==> src/rtl/uart_mem_loader_pkg.sv <==
// uart_mem_loader_pkg: shared frame-parser state encoding and constants
package uart_mem_loader_pkg;
    typedef enum logic [2:0] {SYNC, LEN_LO, LEN_HI, DAT_LO, DAT_HI, CSUM} state_t;
    localparam logic [7:0] SYNC_BYTE_DEF = 8'hA5;
    localparam int CSUM_W = 8;
endpackage

==> src/rtl/uart_mem_loader.sv <==
// uart_mem_loader: parses sync/length/data/checksum frames from UART RX bytes
// and writes little-endian 16-bit words into memory.
module uart_mem_loader
    import uart_mem_loader_pkg::*;
#(
    parameter int ADDR_W = 14,
    parameter int MAX_WORDS = 8192,
    parameter logic [7:0] SYNC_BYTE = SYNC_BYTE_DEF
) (
    input  logic              clk,
    input  logic              rst_n,
    input  logic              uart_valid,
    input  logic [7:0]        uart_data,
    output logic              uart_ack,
    output logic [ADDR_W-1:0] mem_addr,
    output logic [15:0]       mem_wdata,
    output logic              mem_we,
    output logic              busy,
    output logic              done,
    output logic              error,
    output logic [ADDR_W:0]   words_written
);
    localparam logic [15:0] MAX_LEN = 16'(MAX_WORDS);
    state_t state, state_n;
    logic [15:0] len, len_n, len_full;
    logic [7:0] low, low_n;
    logic [CSUM_W-1:0] csum, csum_n;
    logic [ADDR_W-1:0] addr_n;
    logic [15:0] wdata_n;
    logic [ADDR_W:0] count_n, count_inc;
    logic accept, ack_n, we_n, done_n, error_n;
    // A byte is never accepted while its ack is still showing, which paces the stream to one byte per two cycles.
    assign accept = uart_valid && !uart_ack;
    assign busy = state != SYNC;
    assign len_full = {uart_data, len[7:0]};
    assign count_inc = words_written + 1'b1;
    always_comb begin
        state_n = state;
        len_n = len;
        low_n = low;
        csum_n = csum;
        addr_n = mem_addr;
        wdata_n = mem_wdata;
        count_n = words_written;
        done_n = done;
        error_n = error;
        ack_n = accept;
        we_n = 1'b0;
        if (accept) begin
            case (state)
                SYNC: if (uart_data == SYNC_BYTE) begin
                    state_n = LEN_LO;
                    done_n = 1'b0;
                    error_n = 1'b0;
                    count_n = '0;
                    csum_n = '0;
                end
                LEN_LO: begin
                    len_n[7:0] = uart_data;
                    state_n = LEN_HI;
                end
                LEN_HI: begin
                    len_n = len_full;
                    error_n = len_full > MAX_LEN;
                    state_n = len_full > MAX_LEN ? SYNC : (len_full == 16'd0 ? CSUM : DAT_LO);
                end
                DAT_LO: begin
                    low_n = uart_data;
                    csum_n = csum ^ uart_data;
                    state_n = DAT_HI;
                end
                DAT_HI: begin
                    csum_n = csum ^ uart_data;
                    wdata_n = {uart_data, low};
                    addr_n = words_written[ADDR_W-1:0];
                    we_n = 1'b1;
                    count_n = count_inc;
                    state_n = 16'(count_inc) == len ? CSUM : DAT_LO;
                end
                CSUM: begin
                    done_n = uart_data == csum;
                    error_n = uart_data != csum;
                    state_n = SYNC;
                end
                default: state_n = SYNC;
            endcase
        end
    end
    always_ff @(posedge clk or negedge rst_n) begin
        if (!rst_n) begin
            state <= SYNC;
            len <= '0;
            low <= '0;
            csum <= '0;
            uart_ack <= 1'b0;
            mem_we <= 1'b0;
            mem_addr <= '0;
            mem_wdata <= '0;
            done <= 1'b0;
            error <= 1'b0;
            words_written <= '0;
        end else begin
            state <= state_n;
            len <= len_n;
            low <= low_n;
            csum <= csum_n;
            uart_ack <= ack_n;
            mem_we <= we_n;
            mem_addr <= addr_n;
            mem_wdata <= wdata_n;
            done <= done_n;
            error <= error_n;
            words_written <= count_n;
        end
    end
endmodule

==> config.mk <==
export PLATFORM = sky130hd
export DESIGN_NAME = uart_mem_loader
export DESIGN_NICKNAME = d
export VERILOG_FILES = /design/src/rtl/uart_mem_loader_pkg.sv /design/src/rtl/uart_mem_loader.sv
export SDC_FILE = /design/constraint.sdc
export NUM_CORES = 1
export LEC_CHECK = 0
export ABC_AREA = 1
export BUFFER_PORTS_ARGS = -buffer_cell sky130_fd_sc_hd__buf_2
export CAP_MARGIN = 5
export CORE_UTILIZATION = 55
export CTS_CLUSTER_SIZE = 10
export DETAILED_ROUTE_END_ITERATION = 12
export GPL_ROUTABILITY_DRIVEN = 1
export PLACE_DENSITY = 0.83
export RECOVER_POWER = 100
export SYNTH_ARGS = -nofsm -noshare
export SYNTH_HDL_FRONTEND = slang
export SYNTH_SLANG_ARGS = --single-unit
export TNS_END_PERCENT = 10
==> constraint.sdc <==
create_clock -name clk -period 4.5 [get_ports clk]
set_clock_uncertainty 0.05 [all_clocks]
set_input_delay 0.45 -clock clk [delete_from_list [all_inputs] [get_ports clk]]
set_output_delay 0.45 -clock clk [all_outputs]
set_load 0.01 [all_outputs]
==> flow_summary.ini <==
[yosys]
post_synth_instance_area_sq_um = 4330
syn-instance-count = 538
yosysWarnings = 0
yosysSeqAreaShare = 0.486
post_synth.cell_area_avg_sq_um = 8.04
postSynthRegisterBits = 84
synth_unique_cells = 34
postSynthNetCount = 550

[final_layout]
antennaDiodeCount = 0
post_layout_nonfiller_instances = 702
area.growth.synth_to_final_pct = 10.3
final_layout_size_suffix_gt1_frac = 0.0912
utilization = 0.644
num-nets-final = 610

[route]
num_vias = 3757
wl_per_cell_um = 14.0
drtPass1Iterations = 5
avgViaCountPerCell = 5.35
ant_nets = 0
first_iter_violations = 189
drt_drc_violations_left = 0
routed_wl_um = 9790

[clock_network]
clock_tree_from_tritoncts = done
max_clock_buf_depth = 2
cts_hold_buf = 0
insertion_delay_ns = 0.36
root_buffer = clkbuf_8
htreeDepth = 3
clock-sinks = 84
number_of_buffers_inserted_during_clock_tree_synthesis = 9
ctsResizeCount = 0
cts.repair_timing.setup_buffer_count = 0
clk_pin_slew_worst_paths_ns = 0.09

[worst_setup_path]
worst_setup_ep_type = flop
path_cells = nor2_1 > inv_1 > nor2_1 > nand2_2 > buf_4 > inv_1 > nor2_1 > o21ai_0 > o22ai_1
timing.critical_path.slowest_cell_delay_ns = 0.65
worst_setup_path_start_kind = flop
worst-endpoint-arrival_ns = 3.11
crit_path_frequent_cell = nor2_1
rrSetupSlack_ns = 1.54
critPathKind = flop to flop
critical_path.top_delay_family = buffers and inverters
timing.critical_path.fanout_max = 57
crit_path_top_delay_cell = inv_1
critical_path_buf_inv_count = 3
worstPathRequired_ns = 4.65

[timing]
clock.fmax_mhz = 338
final_hold_viol_count = 0
final.setup.tns_ns = 0
fin_crit_sh = 0.657
timing.final.crit_period_ns = 2.96
report.final.setup_viol = 0
rsz_0062_raised_after_global_routing = no
slew_violations = 85
max_slew.worst_pin.slew_ns = 2.03
slew-limit-headroom = -0.354

[global_routing]
grt_pass1_vias = 3538
antenna_found_initial = 0
pin_count_of_the_biggest_net_entering_global_routing = 85
track_usage = 0.254
grt_remaining_overflow = 0
grt_pass1_wl_um = 16700

[floorplanning]
die_w_um = 90.7
ios = 61
dieHeight_um = 90.7
rows = 31
initial_utilization = 0.584
die-area_sq_um = 8230
core-area_sq_um = 7410

[placed_design]
dp_hpwl_um = 6850
buffer_ports.inserted = 60
finalWeightedCongestion = 0.906
dp.cells = 686

[power_and_ir_drop]
power_per_cell_area_nw_per_um2 = 628
peakVddDrop_mv = 0.315
leakage_nw = 2.36

[flow_run]
max_cap_violations = 1

[status]
outcome = complete, but fails checks
failed_checks = max-capacitance violations, max-slew violations

[min_path]
hold_class = primary input to flop
power by group:
group | switching (mW) | total [mW] | internal [mW]
Combinational | 0.709 | 1.11 | 0.401
Clock | 0.309 | 0.579 | 0.270
Sequential | 0.262 | 1.31 | 1.04
Total | 1.28 | 3.00 | 1.72
sequential cells by signal, indices dropped and copies added, names as in the netlist, 3 cells and up:
register and cells:
mem_wdata 16, words_written 15, low 8, len 16
state 3, csum 8, mem_addr 14
final timing paths:
| path | startpoint | to | depth (start not counted) |
|---|---|---|---|
| max | state[0]$_DFFE_PN0P_ | csum[0]$_DFFE_PN0P_ | 9 |
| max in group asynchronous | rst_n | len[11]$_DFFE_PN0P_ | 1 |
| max reg2reg | state[0]$_DFFE_PN0P_ | csum[0]$_DFFE_PN0P_ | 9 |
| min | uart_valid | uart_ack$_DFF_PN0_ | 3 |
| min reg2reg | mem_addr[9]$_DFFE_PN0P_ | mem_addr[9]$_DFFE_PN0P_ | 2 |
| min in group asynchronous | rst_n | mem_addr[4]$_DFFE_PN0P_ | 1 |
layer usage:
metal,GRT usage,wire length (um),up-vias
li1,-,-,1846
met1,0.350,4460,1750
met2,0.396,4550,144
met3,0.0362,604,17
met4,0.117,179,0
met5,0,0,-
tightest hold or removal path: cells and delay by family:
| kind | cells | cell delay, ns |
|---|---|---|
| simple gates | 1 | 0.09 |
| buf+inv | 2 | 0.13 |
placed cells by master (no fill, tap or decap), types with 5 or more instances in the layout:
master,synthesis,routed
nor2_1,29,37
dfrtp_1,84,84
o21ai_0,55,63
buf_2,6,10
nor3_1,4,5
nand2_1,167,166
nand4_1,13,13
inv_1,63,64
clkbuf_1,5,49
nand3_1,40,40
nand2_2,6,7
o22ai_1,4,6
xor2_1,7,7
clkbuf_8,0,9
stage by stage:
stage / area (sq um) / worst slack (ns) / hold slack, ns / total power, mW
floorplan: 4330 / 2.72 / 0.104 / 2.11
CTS: 4920 / 1.93 / 0.258 / 3.09
finish: 4770 / 1.54 / 0.319 / 3.00
detailed placement: 4700 / 1.95 / 0.410 / 2.50
global placement: 4700 / 2.05 / 0.410 / 2.45
global route: 4770 / 1.27 / 0.341 / 3.24
synthesized netlist by cell type:
cell        n  area, sq um
a31oi_2     1         12.5
buf_2       6         30.0
buf_6       1         11.3
clkbuf_1    5         18.8
dfrtp_1    84         2100
ha_1        1         12.5
inv_1      63          236
inv_2       5         18.8
nand2_1   167          627
nand2_2     6         37.5
nand2_4     1         11.3
nand3_1    40          200
nand3_2     4         40.0
nand3b_1    4         30.0
nand4_1    13         81.3
nor2_1     29          109
nor2_2      7         43.8
nor2_4      4         45.0
nor2_8      2         40.0
nor3_1      4         20.0
nor3_2      1         10.0
nor4_1      1         6.26
nor4_2      1         12.5
o21ai_0    55          275
o21ai_1     7         35.0
o21ai_2     4         35.0
o21ai_4     1         16.3
o21bai_2    1         11.3
o221ai_1    1         8.76
o22ai_1     4         25.0
o22ai_2     5         62.6
xnor2_1     2         17.5
xnor3_1     1         22.5
xor2_1      7         61.3
layout make-up:
type | instances | area (sq um)
Fill cell | 675 | 2640
Sequential cell | 84 | 2100
Clock buffer | 9 | 124
Tap cell | 99 | 124
Clock inverter | 7 | 90.1
Multi-Input combinational cell | 374 | 1830
Inverter | 68 | 255
Timing Repair Buffer | 61 | 246
cells by family after synthesis:
family | synth area share
xor+xnor | 0.0234
simple gates | 0.304
buf+inv | 0.0729
compound gates | 0.111
fa+ha+maj | 0.00289
flops | 0.486
Power figures use the tool's default switching activity.
